[config.mk]
export PLATFORM = sky130hd
export DESIGN_NAME = femto_loader
export DESIGN_NICKNAME = d
export VERILOG_FILES = /design/src/rtl/femto_loader.sv
export SDC_FILE = /design/constraint.sdc
export NUM_CORES = 1
export LEC_CHECK = 0
export CAP_MARGIN = 20
export CORE_MARGIN = 2
export CORE_UTILIZATION = 56
export DETAILED_ROUTE_END_ITERATION = 8
export GPL_ROUTABILITY_DRIVEN = 0
export PLACE_DENSITY_LB_ADDON = 0.05
export REMOVE_ABC_BUFFERS = 1
export SYNTH_ARGS = -nofsm -noshare
export SYNTH_HDL_FRONTEND = slang
export SYNTH_SLANG_ARGS = --single-unit
export TNS_END_PERCENT = 1
[constraint.sdc]
create_clock -name clk -period 3.5 [get_ports clk]
set_clock_uncertainty 0.05 [all_clocks]
set_input_delay 1.05 -clock clk [delete_from_list [all_inputs] [get_ports clk]]
set_output_delay 1.05 -clock clk [all_outputs]
set_load 0.02 [all_outputs]
[src/rtl/femto_loader.sv]
// femto_loader: buffers host instructions and shifts them onto the femto io bus as mode/fill frames.
// Build option LOADER_AUTORUN_EN: close with RUN and park with a free-running target clock.
module femto_loader #(
  parameter int unsigned DEPTH  = 6,
  parameter int unsigned AW     = 3,
  parameter int unsigned CLKDIV = 2
) (
  input  logic          clk,
  input  logic          rst_n,
  input  logic          wr_valid,
  output logic          wr_ready,
  input  logic [6:0]    wr_data,
  input  logic          start,
  output logic          busy,
  output logic          done,
  output logic          err,
  output logic [AW-1:0] count,
  output logic [7:0]    io_out
);

  localparam int unsigned   FRAME   = 2 * CLKDIV;
  localparam int unsigned   PW      = (FRAME > 2) ? $clog2(FRAME) : 1;
  localparam logic [PW-1:0] PH_LAST = PW'(FRAME - 1);
  localparam logic [PW-1:0] PH_RISE = PW'(CLKDIV);
  localparam logic [AW-1:0] CNT_MAX = AW'(DEPTH);
  localparam logic [6:0]    PL_IDLE = 7'h00;
  localparam logic [6:0]    PL_FILL = 7'h50;
`ifdef LOADER_AUTORUN_EN
  localparam logic [6:0]    PL_END  = 7'h48;
`else
  localparam logic [6:0]    PL_END  = 7'h40;
`endif

  typedef enum logic [2:0] {
    S_IDLE,
    S_FILL,
    S_DATA,
`ifdef LOADER_AUTORUN_EN
    S_RUN,
`endif
    S_END
  } state_t;

  state_t        state_q, state_d;
  logic [PW-1:0] phase_q, phase_d;
  logic [AW-1:0] idx_q, idx_d;
  logic [6:0]    buf_q [DEPTH];
`ifdef LOADER_AUTORUN_EN
  logic          restart_q, restart_d;
`endif

  logic          frame_end, accept, legal, start_ok;
  logic          wr_ready_d, busy_d, done_d, err_d;
  logic [AW-1:0] count_d;
  logic [7:0]    io_d;
  logic [6:0]    payload;

  assign frame_end = (phase_q == PH_LAST);
  assign accept    = wr_valid && wr_ready;
  assign legal     = (wr_data[2:0] != 3'b000) && (wr_data[6:5] != 2'b10);
`ifdef LOADER_AUTORUN_EN
  assign start_ok  = start && ((state_q == S_IDLE) || (state_q == S_RUN));
`else
  assign start_ok  = start && (state_q == S_IDLE);
`endif

  // State register plus registered outputs
  always_ff @(posedge clk or negedge rst_n) begin
    if (!rst_n) begin
      state_q   <= S_IDLE;
      phase_q   <= '0;
      idx_q     <= '0;
`ifdef LOADER_AUTORUN_EN
      restart_q <= 1'b0;
`endif
      wr_ready  <= 1'b0;
      busy      <= 1'b0;
      done      <= 1'b0;
      err       <= 1'b0;
      count     <= '0;
      io_out    <= 8'h00;
    end else begin
      state_q   <= state_d;
      phase_q   <= phase_d;
      idx_q     <= idx_d;
`ifdef LOADER_AUTORUN_EN
      restart_q <= restart_d;
`endif
      wr_ready  <= wr_ready_d;
      busy      <= busy_d;
      done      <= done_d;
      err       <= err_d;
      count     <= count_d;
      io_out    <= io_d;
    end
  end

  // Instruction storage; write pointer is the current count
  always_ff @(posedge clk) begin
    if (accept && legal) buf_q[count] <= wr_data;
  end

  // Next-state: frames advance only at frame boundaries
  always_comb begin
    state_d   = state_q;
    phase_d   = frame_end ? '0 : phase_q + 1'b1;
    idx_d     = idx_q;
`ifdef LOADER_AUTORUN_EN
    restart_d = restart_q;
`endif
    case (state_q)
      S_IDLE: begin
        phase_d = '0;
        idx_d   = '0;
        if (start) state_d = S_FILL;
      end
      S_FILL: begin
        idx_d = '0;
        if (frame_end) state_d = (count == '0) ? S_END : S_DATA;
      end
      S_DATA: begin
        if (frame_end) begin
          if (idx_q == count - 1'b1) state_d = S_END;
          else                       idx_d   = idx_q + 1'b1;
        end
      end
      S_END: begin
        if (frame_end) begin
          idx_d = '0;
`ifdef LOADER_AUTORUN_EN
          state_d = S_RUN;
`else
          state_d = S_IDLE;
`endif
        end
      end
`ifdef LOADER_AUTORUN_EN
      // A start in RUN is held until the current frame completes
      S_RUN: begin
        if (start) restart_d = 1'b1;
        if (frame_end && (restart_q || start)) begin
          state_d   = S_FILL;
          restart_d = 1'b0;
        end
      end
`endif
      default: state_d = S_IDLE;
    endcase
  end

  // Outputs: computed from next-state so every output is a plain register
  always_comb begin
    payload = PL_IDLE;
    case (state_d)
      S_FILL:  payload = PL_FILL;
      S_DATA:  payload = buf_q[idx_d];
      S_END:   payload = PL_END;
      default: payload = PL_IDLE;
    endcase
    io_d   = {payload, (state_d != S_IDLE) && (phase_d >= PH_RISE)};
    busy_d = (state_d == S_FILL) || (state_d == S_DATA) || (state_d == S_END);
    done_d = (state_q == S_END) && frame_end;

    count_d = count;
    if (accept && legal) count_d = count + 1'b1;
    if (done_d)          count_d = '0;

    err_d = err;
    if (start_ok)         err_d = 1'b0;
    if (accept && !legal) err_d = 1'b1;

`ifdef LOADER_AUTORUN_EN
    wr_ready_d = ((state_d == S_IDLE) || (state_d == S_RUN)) && (count_d < CNT_MAX);
`else
    wr_ready_d = (state_d == S_IDLE) && (count_d < CNT_MAX);
`endif
  end

endmodule

# Word level (Yosys, flattened, before mapping)
# Memory sizes are Yosys's and may differ from the RTL's.
# Index checks and enable logic that the tools add are counted.
# W data, S select, Z words.
[totals]
register_bits = 23
wordCells = 63
output_inout_bits = 15
input_bits = 11
n_memories = 1
mem_bits_rw = 42
[op_classes]
n_mux = 20
eq_ne = 9
n_lt_le_gt_ge = 2
n_addsub = 4
n_reduce_logical = 18
[memory_table]
columns = ["name", "depth", "word_bits", "rd", "rd_clocked_by_memory_dff", "write_ports", "line_no", "source"]
rows = [
  ["buf_q", 6, 7, 1, 0, 1, "47", "logic [6:0] buf_q [DEPTH];"],
]
[op_table]
columns = ["cell", "count"]
rows = [
  ["$mux W3", 10],
  ["$pmux W7 S3", 1],
  ["$eq A3 B2 Y1 const B", 4],
  ["$pmux W3 S4", 1],
  ["$logic_not A3 Y1", 3],
  ["$pmux W3 S3", 1],
  ["$logic_and A1 B1 Y1", 8],
  ["$add A3 B1 Y3 const B", 2],
  ["$eq A3 B1 Y1 const B", 2],
  ["$reduce_bool A3 Y1", 2],
  ["$mux W1", 5],
  ["$mux W2", 2],
  ["$eq A3 B3 Y1", 1],
  ["$lt A3 B3 Y1 const B", 1],
  ["$sub A3 B1 Y3 const B", 1],
  ["$add A2 B1 Y2 const B", 1],
  ["$eq A2 B2 Y1 const B", 1],
  ["$ge A2 B2 Y1 const B", 1],
  ["$logic_or A1 B1 Y1", 2],
  ["$ne A2 B2 Y1 const B", 1],
  ["$reduce_bool A2 Y1", 1],
  ["$reduce_or A2 Y1", 1],
  ["$logic_not A1 Y1", 1],
]

# Depth between registers and ports, before layout
[depth]
depth_word = 8
ltp_mapped = 11
depth_no_buf = 10

# Worst setup path after synthesis
# No wires, ideal clock.
[synth_timing]
path_type = "reg2reg"
from = "reg count[0]"
to = "reg io_out[7]"
t_arrival_ps = 2580
path_buffers = 2
required_ps = 3324
period_less_slack_ps = 2756
setup_time_ps = 126
stages_incl_launch_ff = 12
setup_slack_ps = 744
path_cell_list = "dfrtp_1 > buf_4 > inv_1 > ha_1 > ha_1 > xnor2_1 > o31ai_2 > o211ai_2 > buf_6 > mux2i_1 > mux2i_1 > a311o_1"
[synth_between]
elab_chain_len = 7
word_cells_on_any_way = 16
cone_classes = "1 x add/sub; 4 x eq/ne; 9 x mux; 1 x reduce/logical; 1 x memory"
[synth_rtl]
columns = ["element", "line_no", "source"]
rows = [
  ["from (decl)", "17", "output logic [AW-1:0] count,"],
  ["from (signal assigned)", "93", "count <= count_d;"],
  ["$sub A3 B1 Y3", "123", "if (idx_q == count - 1'b1) state_d = S_END;"],
  ["$eq A3 B3 Y1", "123", ""],
  ["$mux W3", "123", ""],
  ["$mux W3", "122", "if (frame_end) begin"],
  ["$pmux W3 S3 / $pmux W3 S4 (equally long branches)", "111", "case (state_q)"],
  ["$mem_v2 Z6 W7 (tied with other cells)", "-", ""],
  ["$pmux W7 S3 (*)", "154", "case (state_d)"],
  ["named net io_d[7]", "55", "logic [7:0] io_d;"],
  ["to (signal assigned)", "94", "io_out <= io_d;"],
  ["to (decl)", "18", "output logic [7:0] io_out"],
]
# Mark *: on every way through the listed nets, which the timed path passes. The rest lies on a longest branch.
# A chain may end at the register's enable or synchronous reset.

# Worst setup path after layout
[layout_timing]
from = "reg count[0]"
to = "reg io_out[3]"
# Same word-level chain as after synthesis.

==> impl_metrics.json <==
{
  "antennaDiodeCount": 0,
  "cp.required_ps": 3640,
  "slowest_stage": "dfrtp_1",
  "clock_latency_ps": 330,
  "cts_root_buffer": "clkbuf_8",
  "vias": 1734,
  "seqPwrFrac_pct": 48.1,
  "final.fill_count": 342,
  "dr.pass1.iters": 4,
  "synth_edf_count": 42,
  "antenna_found_initial": 0,
  "clock_path_buffers": 2,
  "postCtsSetupBuffers": 0,
  "ys_types": 39,
  "remaining_drc_errors": 0,
  "cp_max_fo": 14,
  "grt-ovfl-total": 0,
  "die_w_um": 74.7,
  "synthFlopType": "edfxtp_1",
  "relSlewSlack_pct": 61.9,
  "postRouteAntennaNets": 0,
  "rsz0062_at_grt": "no",
  "path_class": "reg2reg",
  "syn_inst": 197,
  "die-area_sq_um": 5580,
  "cts_tree": "built",
  "timing.final.crit_share_pct": 90.2,
  "core_sq_um": 4790,
  "cp.arrival_ps": 3300,
  "status": "finished, final reports clean",
  "rows": 25,
  "cts_max_level": 3,
  "syn_to_final_growth_pct": 18.2,
  "grt_usage_pct": 22.6,
  "p_int_uw": 1400,
  "max_freq_mhz": 317,
  "power.share.combinational_pct": 25.4,
  "numPortBuffers": 25,
  "grt_first_pass_wirelength_mm": 8.86,
  "cts.sinks": 65,
  "crit_path_cell_trace": "inv_1 -> ha_1 -> ha_1 -> xnor2_1 -> o31ai_2 -> o211ai_2 -> buf_4 -> buf_4 -> mux2_1 -> o21ai_1 -> a21oi_1",
  "hold_path.class": "reg2reg",
  "p_clk_share_pct": 26.5,
  "io_pins": 26,
  "yosys.area.top_type": "edfxtp_1",
  "start_util_pct": 58.5,
  "final_core_utilization_pct": 69.2,
  "synth_top_area_share_pct": 45.0,
  "post_cts_resized": 0,
  "power_density_nw_per_um2": 617,
  "die_height_um": 74.7,
  "routed_via_density": 5.69,
  "period_minus_slack_ps": 3160,
  "start_kind": "flip-flop",
  "fin_setup_tns_ps": 0,
  "cap_violations": 0,
  "cts_buffers": 9,
  "final-max-slew-violation-count": 0,
  "async_flop_share_pct": 35.4,
  "ys_seq_elements": 65,
  "wl_per_cell_um": 18.0,
  "fin_nets": 249,
  "cts.clk_slew.worst_paths_ps": 70,
  "ys_top_cells_by_area": "edfxtp_1 (45%), dfrtp_1 (21%), mux2i_1 (6.4%), mux2_1 (2.4%), ha_1 (2.2%)",
  "place_hpwl_mm": 3.79,
  "grt_pass1_vias": 1783,
  "setup_viol": 0,
  "sw_frac_of_total_pct": 31.7,
  "final-hold-violation-count": 0,
  "drive_gt1_share_pct": 13.0,
  "yosysWarnings": 0,
  "dr.first_iter.drc_count": 133,
  "max_stage_delay_ps": 560,
  "critPathCaptureType": "flip-flop",
  "grt_max_degree": 24,
  "seq_area_sq_um": 1840,
  "synth_area_per_cell_sq_um": 14.2,
  "holdBufCountCts": 0,
  "tightest_slew_ps": 568,
  "netlist_area_sq_um": 2800,
  "wirelength_mm": 5.48,
  "switching_power_uw": 648,
  "yosysSeqAreaShare_pct": 65.6,
  "multi_input_area_sq_um": 877,
  "ir_drop_v": 0.000514,
  "p_leak_uw": 0.00121
}
-- cell usage after synthesis (2+ instances only) --
master	count
a31o_1	2
buf_2	4
buf_4	2
nor2_1	8
o31ai_1	2
nor4_1	8
mux2_2	5
nand2_1	8
edfxtp_1	42
nand3_1	4
mux2_1	6
dfrtp_1	23
nor2b_1	5
xnor2_1	5
o21ai_0	2
nand4_1	2
inv_1	6
xor2_1	4
mux2i_1	18
ha_1	5
a21oi_1	8
buf_6	2
o21ai_1	5
clkbuf_1	2
nor3_1	5
-- power by group through the flow --
| stage | clock network (uW) | logic [uW] | registers, uW |
|---|---|---|---|
| floorplan | 0 | 262 | 1030 |
| detailed placement | 0 | 513 | 998 |
| global route | 587 | 567 | 996 |
| CTS | 553 | 517 | 983 |
| finish | 541 | 520 | 984 |
| global placement | 0 | 500 | 992 |
-- cells in the final DEF (no fill, tap or decap), drive strengths merged --
cell type       n
a211oi          1
a21boi          1
a21oi           8
a2bb2oi         1
a311o           1
a31o            2
a32o            1
and4bb          1
buf            10
clkbuf         13
clkdlybuf4s50  25
clkinv          2
clkinvlp        1
conb            1
dfrtp          23
edfxtp         42
ha              5
inv             6
mux2           11
mux2i          18
nand2           8
nand2b          1
nand3           4
nand4           2
nor2            8
nor2b           5
nor3            5
nor4            8
nor4bb          1
o211a           1
o211ai          1
o21ai           7
o21bai          1
o22ai           1
o31ai           3
xnor2           5
xor2            4
-- metrics by stage --
step	setup slack (ps)	area, sq um	hold slack (ps)	std cells	total power, uW
global placement	497	3150	377	289	1490
detailed placement	404	3150	393	289	1510
global route	160	3310	452	305	2150
CTS	382	3310	401	305	2050
floorplan	153	2740	365	187	1300
finish	344	3310	398	305	2050
-- cell families after synthesis --
kind of cell	share of synthesized area [%]
adder cells (fa/ha/maj)	2.23
AND/OR/NAND/NOR	8.13
AO/OA/AOI/OAI	7.15
multiplexers	10.9
buffers and inverters	3.13
other	0.134
XOR/XNOR	2.81
flip-flops	65.6
-- worst paths after layout --
kind	slack, ps	start	cells after the start	to
hold / removal	400	phase_q[0]$_DFF_PN0_	1	phase_q[0]$_DFF_PN0_
max in group asynchronous	2130	rst_n	2	wr_ready$_DFF_PN0_
min in group asynchronous	1020	rst_n	2	io_out[4]$_DFF_PN0_
setup / recovery	340	count[0]$_DFFE_PN0P_	11	io_out[3]$_DFF_PN0_
setup reg to reg	340	count[0]$_DFFE_PN0P_	11	io_out[3]$_DFF_PN0_
hold reg to reg	400	phase_q[0]$_DFF_PN0_	1	phase_q[0]$_DFF_PN0_
-- layer usage --
| metal | up-vias | share of wire [%] | global-route usage [%] |
|---|---|---|---|
| met2 | 59 | 46 | 33.4 |
| met3 | 18 | 5.9 | 6.29 |
| li1 | 811 | - | - |
| met5 | - | 0 | 0 |
| met4 | 0 | 2.6 | 12.3 |
| met1 | 846 | 45 | 30.5 |
-- critical path: cells and delay by family (launching register included) --
family	cells	cell delay (ps)
buf+inv	3	690
flops	1	560
fa+ha+maj	2	560
compound gates	4	440
mux	1	350
xor+xnor	1	340
-- layout make-up --
cell class              count  area share (%)
inverters                   6           0.680
clock inverters             3           0.529
repair buffers             35            9.82
multi-input cells         116            26.5
flip-flops and latches     65            55.5
well taps                  67            2.53
clock buffers              13            4.50
-- flip-flops by register name (all words and copies together), names as in the netlist, 2 cells and up --
register	flops
buf_q	42
io_out	8
count	3
idx_q	3
state_q	3
phase_q	2
Power figures use the tool's default switching activity.
